`src/rtl/spi_pkg.sv`:
```
// Shared SPI link definitions: receiver FSM encoding, idle clock level and the
// clock divide used by the transmitter side of the link.
package spi_pkg;

   typedef enum logic {
      ST_IDLE  = 1'b0,
      ST_SHIFT = 1'b1
   } spi_state_e;

   localparam logic SPI_CLK_IDLE   = 1'b1;
   localparam int   SPI_DATA_WIDTH = 8;
   localparam int   SPI_CLK_DIV    = 5;

endpackage : spi_pkg

```
`src/rtl/sync_edge_detect.sv`:
```
// Multi-flop synchronizer for an asynchronous level with a registered copy of
// the synchronized level and a registered rising-edge strobe aligned with it.
module sync_edge_detect #(
   parameter int   STAGES    = 2,
   parameter logic RESET_VAL = 1'b0
) (
   input  logic clk,
   input  logic reset,
   input  logic d_in,
   output logic level_out,
   output logic rise_out
);

   logic [STAGES-1:0] sync_q;
   logic [STAGES-1:0] sync_d;
   logic              level_q;
   logic              level_d;
   logic              rise_q;
   logic              rise_d;

   always_comb begin
      sync_d  = {sync_q[STAGES-2:0], d_in};
      level_d = sync_q[STAGES-1];
      // level_q holds the previous synchronized value, so this is a clean 0->1 detect.
      rise_d  = sync_q[STAGES-1] & ~level_q;
   end

   always_ff @(posedge clk or posedge reset) begin
      if (reset) begin
         sync_q  <= {STAGES{RESET_VAL}};
         level_q <= RESET_VAL;
         rise_q  <= 1'b0;
      end else begin
         sync_q  <= sync_d;
         level_q <= level_d;
         rise_q  <= rise_d;
      end
   end

   assign level_out = level_q;
   assign rise_out  = rise_q;

endmodule : sync_edge_detect

```
`src/rtl/spi_receiver.sv`:
```
// Oversampling SPI byte receiver (mode with idle-high clock, rising-edge sample,
// MSB first) presenting completed frames on a single-entry valid/ready buffer.
module spi_receiver
   import spi_pkg::*;
#(
   parameter int DATA_WIDTH     = SPI_DATA_WIDTH,
   parameter int SYNC_STAGES    = 2,
   parameter int TIMEOUT_CYCLES = 64
) (
   input  logic                  clk,
   input  logic                  reset,
   input  logic                  spi_clock,
   input  logic                  spi_data,
   output logic [DATA_WIDTH-1:0] data_out,
   output logic                  data_valid,
   input  logic                  data_ready,
   output logic                  busy,
   output logic                  overrun,
   output logic                  frame_error
);

   localparam int CNT_W = $clog2(DATA_WIDTH + 1);
   localparam int TMO_W = $clog2(TIMEOUT_CYCLES);
   localparam logic [CNT_W-1:0] LAST_BIT = CNT_W'(DATA_WIDTH - 1);
   localparam logic [TMO_W-1:0] TMO_MAX  = TMO_W'(TIMEOUT_CYCLES - 1);

   logic sclk_rise;
   logic sclk_level;
   logic sdata;
   logic sdata_rise_unused;

   sync_edge_detect #(
      .STAGES    (SYNC_STAGES),
      .RESET_VAL (SPI_CLK_IDLE)
   ) u_sclk_sync (
      .clk       (clk),
      .reset     (reset),
      .d_in      (spi_clock),
      .level_out (sclk_level),
      .rise_out  (sclk_rise)
   );

   // Same depth as the clock path so the data sample lines up with sclk_rise.
   sync_edge_detect #(
      .STAGES    (SYNC_STAGES),
      .RESET_VAL (1'b0)
   ) u_sdata_sync (
      .clk       (clk),
      .reset     (reset),
      .d_in      (spi_data),
      .level_out (sdata),
      .rise_out  (sdata_rise_unused)
   );

   spi_state_e            state_q, state_d;
   logic [CNT_W-1:0]      bit_cnt_q, bit_cnt_d;
   logic [TMO_W-1:0]      tmo_q, tmo_d;
   logic [DATA_WIDTH-1:0] shift_q, shift_d;
   logic [DATA_WIDTH-1:0] data_q, data_d;
   logic                  valid_q, valid_d;
   logic                  overrun_q, overrun_d;
   logic                  ferr_q, ferr_d;

   logic                  consume;
   logic                  complete;
   logic [DATA_WIDTH-1:0] shift_next;

   always_comb begin
      state_d    = state_q;
      bit_cnt_d  = bit_cnt_q;
      tmo_d      = tmo_q;
      shift_d    = shift_q;
      data_d     = data_q;
      valid_d    = valid_q;
      overrun_d  = 1'b0;
      ferr_d     = 1'b0;
      complete   = 1'b0;
      consume    = valid_q & data_ready;
      shift_next = {shift_q[DATA_WIDTH-2:0], sdata};

      if (consume) begin
         valid_d = 1'b0;
      end

      case (state_q)
         ST_IDLE: begin
            tmo_d = '0;
            if (sclk_rise) begin
               shift_d   = shift_next;
               bit_cnt_d = CNT_W'(1);
               state_d   = ST_SHIFT;
            end
         end
         ST_SHIFT: begin
            // An edge always beats the timeout in the same cycle.
            if (sclk_rise) begin
               shift_d = shift_next;
               tmo_d   = '0;
               if (bit_cnt_q == LAST_BIT) begin
                  complete  = 1'b1;
                  bit_cnt_d = '0;
                  state_d   = ST_IDLE;
               end else begin
                  bit_cnt_d = bit_cnt_q + CNT_W'(1);
               end
            end else if (tmo_q == TMO_MAX) begin
               ferr_d    = 1'b1;
               shift_d   = '0;
               bit_cnt_d = '0;
               tmo_d     = '0;
               state_d   = ST_IDLE;
            end else begin
               tmo_d = tmo_q + TMO_W'(1);
            end
         end
         default: begin
            state_d   = ST_IDLE;
            bit_cnt_d = '0;
            tmo_d     = '0;
         end
      endcase

      // A buffer being drained this cycle counts as free for the new byte.
      if (complete) begin
         if (!valid_q || consume) begin
            data_d  = shift_next;
            valid_d = 1'b1;
         end else begin
            overrun_d = 1'b1;
         end
      end
   end

   always_ff @(posedge clk or posedge reset) begin
      if (reset) begin
         state_q   <= ST_IDLE;
         bit_cnt_q <= '0;
         tmo_q     <= '0;
         shift_q   <= '0;
         data_q    <= '0;
         valid_q   <= 1'b0;
         overrun_q <= 1'b0;
         ferr_q    <= 1'b0;
      end else begin
         state_q   <= state_d;
         bit_cnt_q <= bit_cnt_d;
         tmo_q     <= tmo_d;
         shift_q   <= shift_d;
         data_q    <= data_d;
         valid_q   <= valid_d;
         overrun_q <= overrun_d;
         ferr_q    <= ferr_d;
      end
   end

   assign data_out    = data_q;
   assign data_valid  = valid_q;
   assign busy        = (state_q == ST_SHIFT);
   assign overrun     = overrun_q;
   assign frame_error = ferr_q;

endmodule : spi_receiver

```
`config.mk`:
```
export PLATFORM = sky130hd
export DESIGN_NAME = spi_receiver
export DESIGN_NICKNAME = d
export VERILOG_FILES = /design/src/rtl/spi_pkg.sv /design/src/rtl/sync_edge_detect.sv /design/src/rtl/spi_receiver.sv
export SDC_FILE = /design/constraint.sdc
export NUM_CORES = 1
export LEC_CHECK = 0
export BUFFER_PORTS_ARGS = -buffer_cell sky130_fd_sc_hd__buf_4
export CAP_MARGIN = 15
export CORE_MARGIN = 2
export CORE_UTILIZATION = 30
export DETAILED_ROUTE_END_ITERATION = 10
export PLACE_DENSITY_LB_ADDON = 0.08
export SYNTH_ARGS = -nofsm -noshare
export SYNTH_HDL_FRONTEND = slang
export SYNTH_HIERARCHICAL = 1
export SYNTH_SLANG_ARGS = --single-unit
```
`constraint.sdc`:
```
create_clock -name clk -period 2 [get_ports clk]
set_input_delay 0.5 -clock clk [delete_from_list [all_inputs] [get_ports clk]]
set_output_delay 0.5 -clock clk [all_outputs]
set_load 0.1 [all_outputs]
```
* After elaboration in Yosys (flattened, before gate mapping) *
Index checks and enable logic that the tools add are counted.

word-level totals
  bits in registers = 36
  latch bits = 0
  RAM bits = 0
  memory bits (read-only) = 0
  output and inout bits = 12
  word-level logic and storage cells = 55
  memories = 0

cells by class
  $add $sub $neg = 2
  $mul = 0
  divide/modulo/power cells = 0
  magnitude comparators = 0
  equality and inequality tests = 4
  shift-type cells = 0
  multiplexer cells = 28
  bitwise operators = 4
  reductions and logical operators = 4

operators by type and width
  cell                                                  count
  2-to-1 mux 7 bit                                      3
  2-to-1 mux 4 bit                                      4
  2-to-1 mux 1 bit                                      15
  one-hot mux 7 bit (2 select lines)                    1
  2-to-1 mux 6 bit                                      2
  one-hot mux 6 bit (2 select lines)                    1
  one-hot mux 4 bit (2 select lines)                    1
  adder 6 x 1 -> 6 bit (second input constant)          1
  equality test 6 bit (second input constant)           1
  adder 4 x 1 -> 4 bit (second input constant)          1
  equality test 4 x 3 -> 1 bit (second input constant)  1
  AND reduction 2 bit                                   2
  != test 3 x 1 -> 1 bit (second input constant)        1
  bitwise AND 1 bit                                     2
  != test 2 x 1 -> 1 bit (second input constant)        1
  inverter 1 bit                                        2
  one-hot mux 1 bit (2 select lines)                    1
  zero test 1 bit                                       1
  logical OR 1 bit                                      1

* Depth between registers and ports, before layout *
Gate-level depths: netlist of run 1.

  word-level depth = 5
  gate-level depth with buffers = 5

* Hierarchy *
Netlist of run 1, hierarchy kept.

modules (own cells, without submodules)
  module                            instances  cells an instance  area each (sq um)  seq. area each (sq um)
  spi_receiver                      1          110                1,246.2            725.7
  sync_edge_detect at u_sclk_sync   1          6                  121.4              103.8
  sync_edge_detect at u_sdata_sync  1          6                  117.6              100.1

* Worst setup path before layout of run 1 *
OpenSTA, ideal clock, no wires.

  path kind = flip-flop to flip-flop
  from = reg state_q (netlist: busy)
  to = reg data_q[0] (netlist: data_out[0])
  library setup time = 125 ps
  arrival time = 1,720 ps
  path slack = 154 ps
  cell stages (with the launch flop) = 4
  path buffers = 1
  clock period less this slack = 1,846 ps
  cells stage by stage = dfrtp_1 > buf_2 > nand4_4 > mux2_4

on the way
  word-level cells in the longest chain between the ends = 2

RTL lines
  item                           line                 source
  start: declaration             spi_receiver.sv:55   spi_state_e state_q, state_d;
  start signal: assignment       spi_receiver.sv:145  state_q <= state_d;
  2-to-1 mux 1 bit               spi_receiver.sv:85   case (state_q)
  AND reduction 2 bit (no line)  n/a
  end signal: assignment         spi_receiver.sv:149  data_q <= data_d;
  end: declaration               spi_receiver.sv:59   logic [DATA_WIDTH-1:0] data_q, data_d;

No other way between the ends.
A chain may end at the register's enable or synchronous reset.

* Final worst setup path of run 1 *
  from = reg state_q (netlist: busy)
  to = out busy

RTL lines
  item              line                source
  end: declaration  spi_receiver.sv:17  output logic busy,

No word-level cell between the ends.

==> results.yml, run 1 <==
synth:
  synth_nets: 127
  avgSynthCellArea_sq_um: 12.1
  syn_inst: 120
  synthesis.area_sq_um: 1450
  ys_warn_count: 6
setup_path:
  critPathRequiredTime_ns: 1.50
  startpoint_type: "flip-flop"
  setup.worst_path.end_class: "primary output"
  worstPathArrival_ns: 1.21
  path_class: "reg -> out"
  slowest_delay_ns: 0.56
  worstPathCellList: "buf_4"
  slowest_stage: "dfrtp_1"
  ff2ff_path_depth: 4
  worst-path-max-fanout: 10
  crit_buf_inv: 1
  cp_num_cells: 1
  crit_family: "flip-flops"
clock_network:
  clock_sinks: 36
  cts-root-buf: "clkbuf_8"
  post-cts-setup-buffers: 0
  ctsResizeCount: 0
  clk_latency_ns: 0.28
  clk_pin_slew_ns: 0.07
  holdBufCountCts: 0
  cts_tree: "done"
  cts_made_buffers: 5
  htreeDepth: 2
  clockBufferDepth: 2
global_route:
  grt_pass1_vias: 910
  antenna_found_initial: 0
  grt_max_degree: 30
  grtUsageTotal_pct: 11.5
  grt_pass1_wl_mm: 4.54
  overflow: 0
power:
  leakagePower_uw: 0.000811
  peakVddDrop_uv: 393
  p_per_area_nw_per_um2: 1090
layout:
  final_util_pct: 36.8
  final_nets: 148
  layout-area-overhead-vs-synth_pct: 19.5
  n_antenna_cell: 0
  postLayoutCellArea_sq_um: 1730
  drive_gt1_share_pct: 28.2
timing:
  worst_pin_slew_ns: 0.388
  setup_total_negative_slack_ns: 0
  skew_ns: 0.00642
  finalHoldViolCount: 0
  rsz0062_at_grt: "false"
  fin_crit_ns: 1.71
  setup_viol: 0
  fin_crit_sh_pct: 85.4
  max_freq_mhz: 586
  max_slew_margin_pct: 74.1
  slew_violations: 0
placed_design:
  gp_congestion: 0.787
  io_buffers: 16
  placed_cell_area_sq_um: 1630
  dp_hpwl_mm: 1.76
floorplan:
  die_h_um: 73.4
  die_area_sq_um: 5390
  die_w_um: 73.4
  start_util_pct: 30.8
  core_sq_um: 4690
  io_pins: 17
  rows: 25
run_status:
  status: "completed"
run:
  maxCapViolations: 0
routing:
  drt_iter0_drc: 32
  viasPerCell: 4.74
  ant_nets: 0
  wirelength_mm: 2.59
  via_count: 930
  route.detailed.drc: 0
  drtPass1Iterations: 4
  routedWlPerCell_um: 13.2
min_path:
  hp-class: "in -> async"
## cell type report
cell class	count	area, sq um
Multi-Input combinational cell	75	498
Fill cell	470	2960
Clock buffer	8	100
Inverter	4	15.0
Sequential cell	36	905
Timing Repair Buffer	19	143
Tap cell	54	67.6
## sequential cells by signal (all words and copies together) (netlist names)
signal and flops:
bit_cnt_q 4, busy 1, data_out 8, data_valid 1, frame_error 1, overrun 1
shift_q 7, tmo_q 6, u_sclk_sync/level_out 1, u_sclk_sync/rise_out 1, u_sclk_sync/sync_q 2, u_sdata_sync/level_out 1
u_sdata_sync/sync_q 2
## cells in the final DEF, fill, tap and decap left out, types with 2 or more instances in the layout
master / instances
xnor2_1: 2
mux2_2: 6
mux2_4: 2
dfstp_2: 3
buf_4: 19
o21ai_0: 19
nor2_1: 6
ha_1: 2
nand2_1: 12
inv_1: 4
dfrtp_1: 33
o21bai_1: 2
clkbuf_8: 7
nand2b_1: 2
nand3_1: 7
xor2_1: 3
## power breakdown
part           switching [uW]  internal, uW  total [uW]
logic                     305           128         433
clock network             245           314         559
registers                76.1           823         899
total                     626          1260        1890
## path summary, 6_finish.rpt
path                                                          to                       startpoint  slack (ns)
worst max-delay path                                        busy                   busy$_DFF_PP0_        0.29
worst max register to register           data_out[1]$_DFFE_PP0P_         bit_cnt_q[0]$_DFFE_PP0P_        0.40
worst min register to register   u_sclk_sync/sync_q[1]$_DFF_PP1_  u_sclk_sync/sync_q[0]$_DFF_PP1_        0.36
min in group clk                 u_sclk_sync/sync_q[0]$_DFF_PP1_                        spi_clock        0.32
max in group asynchronous                data_out[4]$_DFFE_PP0P_                            reset        1.42
worst min-delay path            u_sdata_sync/level_out$_DFF_PP0_                            reset        0.09
## layer usage
metal / wire length, um / global-route usage (%) / vias up
li1: - / - / 449
met1: 1250 / 15.0 / 456
met2: 1190 / 16.9 / 18
met3: 108 / 4.53 / 7
met4: 50 / 4.85 / 0
met5: 0 / 0 / -
## per-stage QoR
stage          hold slack, ns  total power [uW]  worst slack (ns)  instances
6_report               0.0928              1890             0.293        196
5_1_grt                0.0887              2010             0.205        196
4_1_cts                0.0884              1920             0.287        196
3_5_place_dp            0.345              1350             0.381        188
3_3_place_gp            0.334              1340             0.428        188
2_1_floorplan           0.254              1250             0.154        120
Note: power is estimated with default switching activity, not from simulation.
==> run 2: changes to the inputs <==
--- a/config.mk
+++ b/config.mk
@@ -8,7 +8,7 @@
 export BUFFER_PORTS_ARGS = -buffer_cell sky130_fd_sc_hd__buf_4
 export CAP_MARGIN = 15
 export CORE_MARGIN = 2
-export CORE_UTILIZATION = 30
+export CORE_UTILIZATION = 45
 export DETAILED_ROUTE_END_ITERATION = 10
 export PLACE_DENSITY_LB_ADDON = 0.08
 export SYNTH_ARGS = -nofsm -noshare
==> results.yml, run 2 (same netlist as run 1, synthesis figures left out) <==
setup_path:
  crit_family: "flip-flops"
  crit_buf_inv: 1
  slowest_delay_ns: 0.56
  path_class: "reg -> out"
  setup.worst_path.end_class: "primary output"
  critPathRequiredTime_ns: 1.50
  startpoint_type: "flip-flop"
  slowest_stage: "dfrtp_1"
  worst-path-max-fanout: 10
  worstPathArrival_ns: 1.25
  worstPathCellList: "buf_4"
clock_network:
  ctsResizeCount: 0
  clk_pin_slew_ns: 0.11
  clk_latency_ns: 0.34
  cts_tree: "done"
  htreeDepth: 2
  clock_sinks: 36
  clockBufferDepth: 2
  cts-root-buf: "clkbuf_4"
  cts_made_buffers: 5
routing:
  viasPerCell: 5.04
  wirelength_mm: 2.41
  ant_nets: 0
  drt_iter0_drc: 32
  drtPass1Iterations: 6
  via_count: 943
  routedWlPerCell_um: 12.9
  route.detailed.drc: 0
timing:
  fin_crit_ns: 1.75
  fin_crit_sh_pct: 87.4
  skew_ns: 0.0124
  finalHoldViolCount: 0
  setup_viol: 0
  max_freq_mhz: 572
  worst_pin_slew_ns: 0.396
  setup_total_negative_slack_ns: 0
  slew_violations: 0
  fin_hold_ws_ns: 0.254
  max_slew_margin_pct: 73.5
  rsz0062_at_grt: "false"
global_route:
  grtUsageTotal_pct: 15.9
  grt_pass1_wl_mm: 4.08
  grt_max_degree: 30
  antenna_found_initial: 0
  grt_pass1_vias: 943
  overflow: 0
floorplan:
  die_h_um: 60.7
  core_sq_um: 3050
  die_area_sq_um: 3680
  start_util_pct: 47.4
  rows: 20
  die_w_um: 60.7
  io_pins: 17
power:
  leakagePower_uw: 0.000815
  peakVddDrop_uv: 493
  p_per_area_nw_per_um2: 1100
layout:
  layout_common_cells: "33 x dfrtp_1, 19 x o21ai_0, 19 x buf_4, 12 x nand2_1, 7 x nand3_1"
  layout_commonest_cell: "dfrtp_1"
  final_nets: 149
  final_util_pct: 56.4
  n_antenna_cell: 0
  layout-area-overhead-vs-synth_pct: 18.9
  drive_gt1_share_pct: 28.7
  largest_reg_flops: 8
placed_design:
  dp_hpwl_mm: 1.69
  io_buffers: 16
  gp_congestion: 0.692
run:
  maxCapViolations: 0
min_path:
  hp-class: "in -> reg"
run_status:
  status: "completed"
[run 2: per-layer routing]
metal | vias up | routed length, um | GRT usage (%)
met2 | 18 | 1150 | 25.0
met5 | - | 0 | 0
li1 | 455 | - | -
met4 | 0 | 60 | 8.39
met3 | 6 | 145 | 7.04
met1 | 464 | 1050 | 18.3
[run 2: layout make-up]
type,instances,area (sq um)
Tap cell,44,55.1
Fill cell,277,1330
Inverter,4,15.0
Multi-Input combinational cell,75,498
Clock inverter,1,30.0
Timing Repair Buffer,20,153
Sequential cell,36,905
Clock buffer,7,65.1
[run 2: through the flow]
step	setup WS, ns	total power (uW)	std cells	cell area (sq um)
final	0.253	1900	187	1720
after global routing	0.196	2000	187	1720
after CTS	0.229	1920	186	1710
after detailed placement	0.404	1350	178	1620
after global placement	0.448	1340	178	1620
after floorplan	0.154	1250	120	1450
[run 2: final timing paths]
| path | from | end | slack, ns | cells past startpoint |
|---|---|---|---|---|
| min in group asynchronous | reset | u_sdata_sync/sync_q[0]$_DFF_PP0_ | 0.58 | 3 |
| worst min register to register | u_sdata_sync/sync_q[0]$_DFF_PP0_ | u_sdata_sync/sync_q[1]$_DFF_PP0_ | 0.37 | 0 |
| worst min-delay path | spi_clock | u_sclk_sync/sync_q[0]$_DFF_PP1_ | 0.25 | 1 |
| worst max-delay path | busy$_DFF_PP0_ | busy | 0.25 | 1 |
| worst max register to register | bit_cnt_q[0]$_DFFE_PP0P_ | data_out[0]$_DFFE_PP0P_ | 0.38 | 4 |
| max in group asynchronous | reset | tmo_q[1]$_DFF_PP0_ | 0.93 | 4 |
[run 2: timing repair]
action | in CTS | in global routing
hold buffers | 0 | 1
endpoints found under the hold margin | 0 | 2
setup buffers | 0 | 0
[run 2: power breakdown]
group	internal (uW)	switching [uW]	leakage, uW
registers	822	75.7	0.000467
clock network	332	235	0.0000515
logic	130	306	0.000296
==> run 3: changes to the inputs <==
==> constraint.sdc (replaced) <==
create_clock -name clk -period 1.4 [get_ports clk]
set_input_delay 0.14 -clock clk [delete_from_list [all_inputs] [get_ports clk]]
set_output_delay 0.14 -clock clk [all_outputs]
set_load 0.1 [all_outputs]
==> results.yml, run 3 (same netlist as run 1, synthesis figures left out) <==
clock_network:
  htreeDepth: 2
  clk_latency_ns: 0.34
  cts_made_buffers: 5
  clockBufferDepth: 2
  cts_tree: "done"
  cts-root-buf: "clkbuf_4"
  post-cts-setup-buffers: 0
  clock_sinks: 36
  clk_pin_slew_ns: 0.11
setup_path:
  setup.worst_path.end_class: "flip-flop"
  worst-path-max-fanout: 8
  crit-reg2reg-launch: "bit_cnt_q[1]$_DFFE_PP0P_"
  slowest_stage: "dfrtp_1"
  path_class: "reg -> reg"
  crit_path_start: "bit_cnt_q[1]$_DFFE_PP0P_"
  startpoint_type: "flip-flop"
  worstPathCellList: "ha_2, and3b_1, nand4_4, mux2_4"
  slowest_delay_ns: 0.38
  reg2reg_slack_ns: -0.04
  worstPathArrival_ns: 1.68
  critPathRequiredTime_ns: 1.64
timing:
  slew_violations: 0
  worst_pin_slew_ns: 0.450
  setup_viol: 8
  skew_ns: 0.00301
  fin_crit_ns: 1.44
  rsz0062_at_grt: "true"
  max_freq_mhz: 695
  finalHoldViolCount: 0
  fin_crit_sh_pct: 103
  fin_ws_ns: -0.0397
  fin_hold_ws_ns: 0.160
  max_slew_margin_pct: 70.0
layout:
  final_nets: 158
  layout.cells.non_filler: 196
  largest_reg_flops: 8
  nFillCells: 277
  layout_commonest_cell: "dfrtp_1"
  layout_common_cells: "31 x dfrtp_1, 25 x buf_4, 19 x o21ai_0, 12 x nand2_1"
  seq_area_sq_um: 912
  multi_input_area_sq_um: 512
  n_antenna_cell: 0
  layout-area-overhead-vs-synth_pct: 25.3
  postLayoutCellArea_sq_um: 1810
  drive_gt1_share_pct: 35.5
power:
  finalPower_uw: 2700
  leakagePower_uw: 0.000848
  switching_power_uw: 914
  p_comb_share_pct: 25.9
  peakVddDrop_uv: 648
  p_per_area_nw_per_um2: 1490
  p_seq_share_pct: 47.2
  clockPowerShare_pct: 27.0
  intPower_uw: 1790
  p_sw_share_pct: 33.8
floorplan:
  start_util_pct: 47.4
  rows: 20
  die_h_um: 60.7
  die_area_sq_um: 3680
  io_pins: 17
  die_w_um: 60.7
  core_sq_um: 3050
routing:
  via_count: 960
  viasPerCell: 4.90
  drt_iter0_drc: 18
  ant_nets: 0
  wirelength_mm: 2.43
  drtPass1Iterations: 4
  routedWlPerCell_um: 12.4
  route.detailed.drc: 0
global_route:
  grt_pass1_wl_mm: 4.09
  grt_max_degree: 21
  grt_pass1_vias: 937
  grtUsageTotal_pct: 15.4
  antenna_found_initial: 0
  overflow: 0
placed_design:
  dp_hpwl_mm: 1.71
  dp.cells: 185
  io_buffers: 16
  gp_congestion: 0.729
  placed_cell_area_sq_um: 1690
  place_ws_ns: -0.0277
run_status:
  violations: "setup timing"
  status: "finished, violations left"
min_path:
  hp-start: "data_ready"
  hp-class: "in -> reg"
run:
  maxCapViolations: 0
-- run 3: final timing paths --
check,endpoint,depth (start not counted)
worst max-delay path,data_out[0]$_DFFE_PP0P_,4
worst min-delay path,overrun$_DFF_PP0_,3
worst max register to register,data_out[0]$_DFFE_PP0P_,4
worst min register to register,u_sclk_sync/sync_q[1]$_DFF_PP1_,0
max in group asynchronous,frame_error$_DFF_PP0_,4
min in group asynchronous,u_sdata_sync/sync_q[0]$_DFF_PP0_,3
-- run 3: worst max-delay path, delay by kind of cell, from the launching register on --
family	cells	cell delay [ns]
adder cells (fa/ha/maj)	1	0.18
multiplexers	1	0.35
AND/OR/NAND/NOR	2	0.44
flip-flops	1	0.38
-- run 3: repair_timing --
item | CTS | global route
pin swaps | 0 | 0
hold buffers | 3 | 0
gates resized for setup | 0 | 3
hold endpoints to repair | 18 | 0
setup endpoints to repair | 8 | 10
-- run 3: metal layers --
metal	routed length, um	vias up	part of all wire, %	track usage (%)
met5	0	-	0	0
met2	1180	23	49	24.0
li1	-	468	-	-
met1	1100	464	45	19.9
met4	21	0	0.86	3.73
met3	126	5	5.2	7.04
-- run 3: metrics by stage --
stage / TNS, ns / util [%]
floorplan: -0.499 / -
global placement: 0 / 55.4
detailed placement: -0.178 / 55.4
CTS: -0.345 / 59.0
global route: -0.727 / 59.3
finish: -0.287 / 59.3
-- run 3: cell type report --
cell class	instances	share of cell area (%)
flip-flops and latches	36	50.3
well taps	44	3.04
clock buffers	5	2.07
repair buffers	29	13.1
inverters	4	0.829
multi-input cells	75	28.2
clock inverters	3	2.35
-- run 3: power by group through the flow --
stage | Combinational (uW) | Clock [uW] | Sequential (uW)
after floorplan | 233 | 0 | 1570
after global placement | 684 | 0 | 1290
after detailed placement | 693 | 0 | 1300
after CTS | 702 | 750 | 1270
after global routing | 751 | 795 | 1290
final | 698 | 729 | 1270
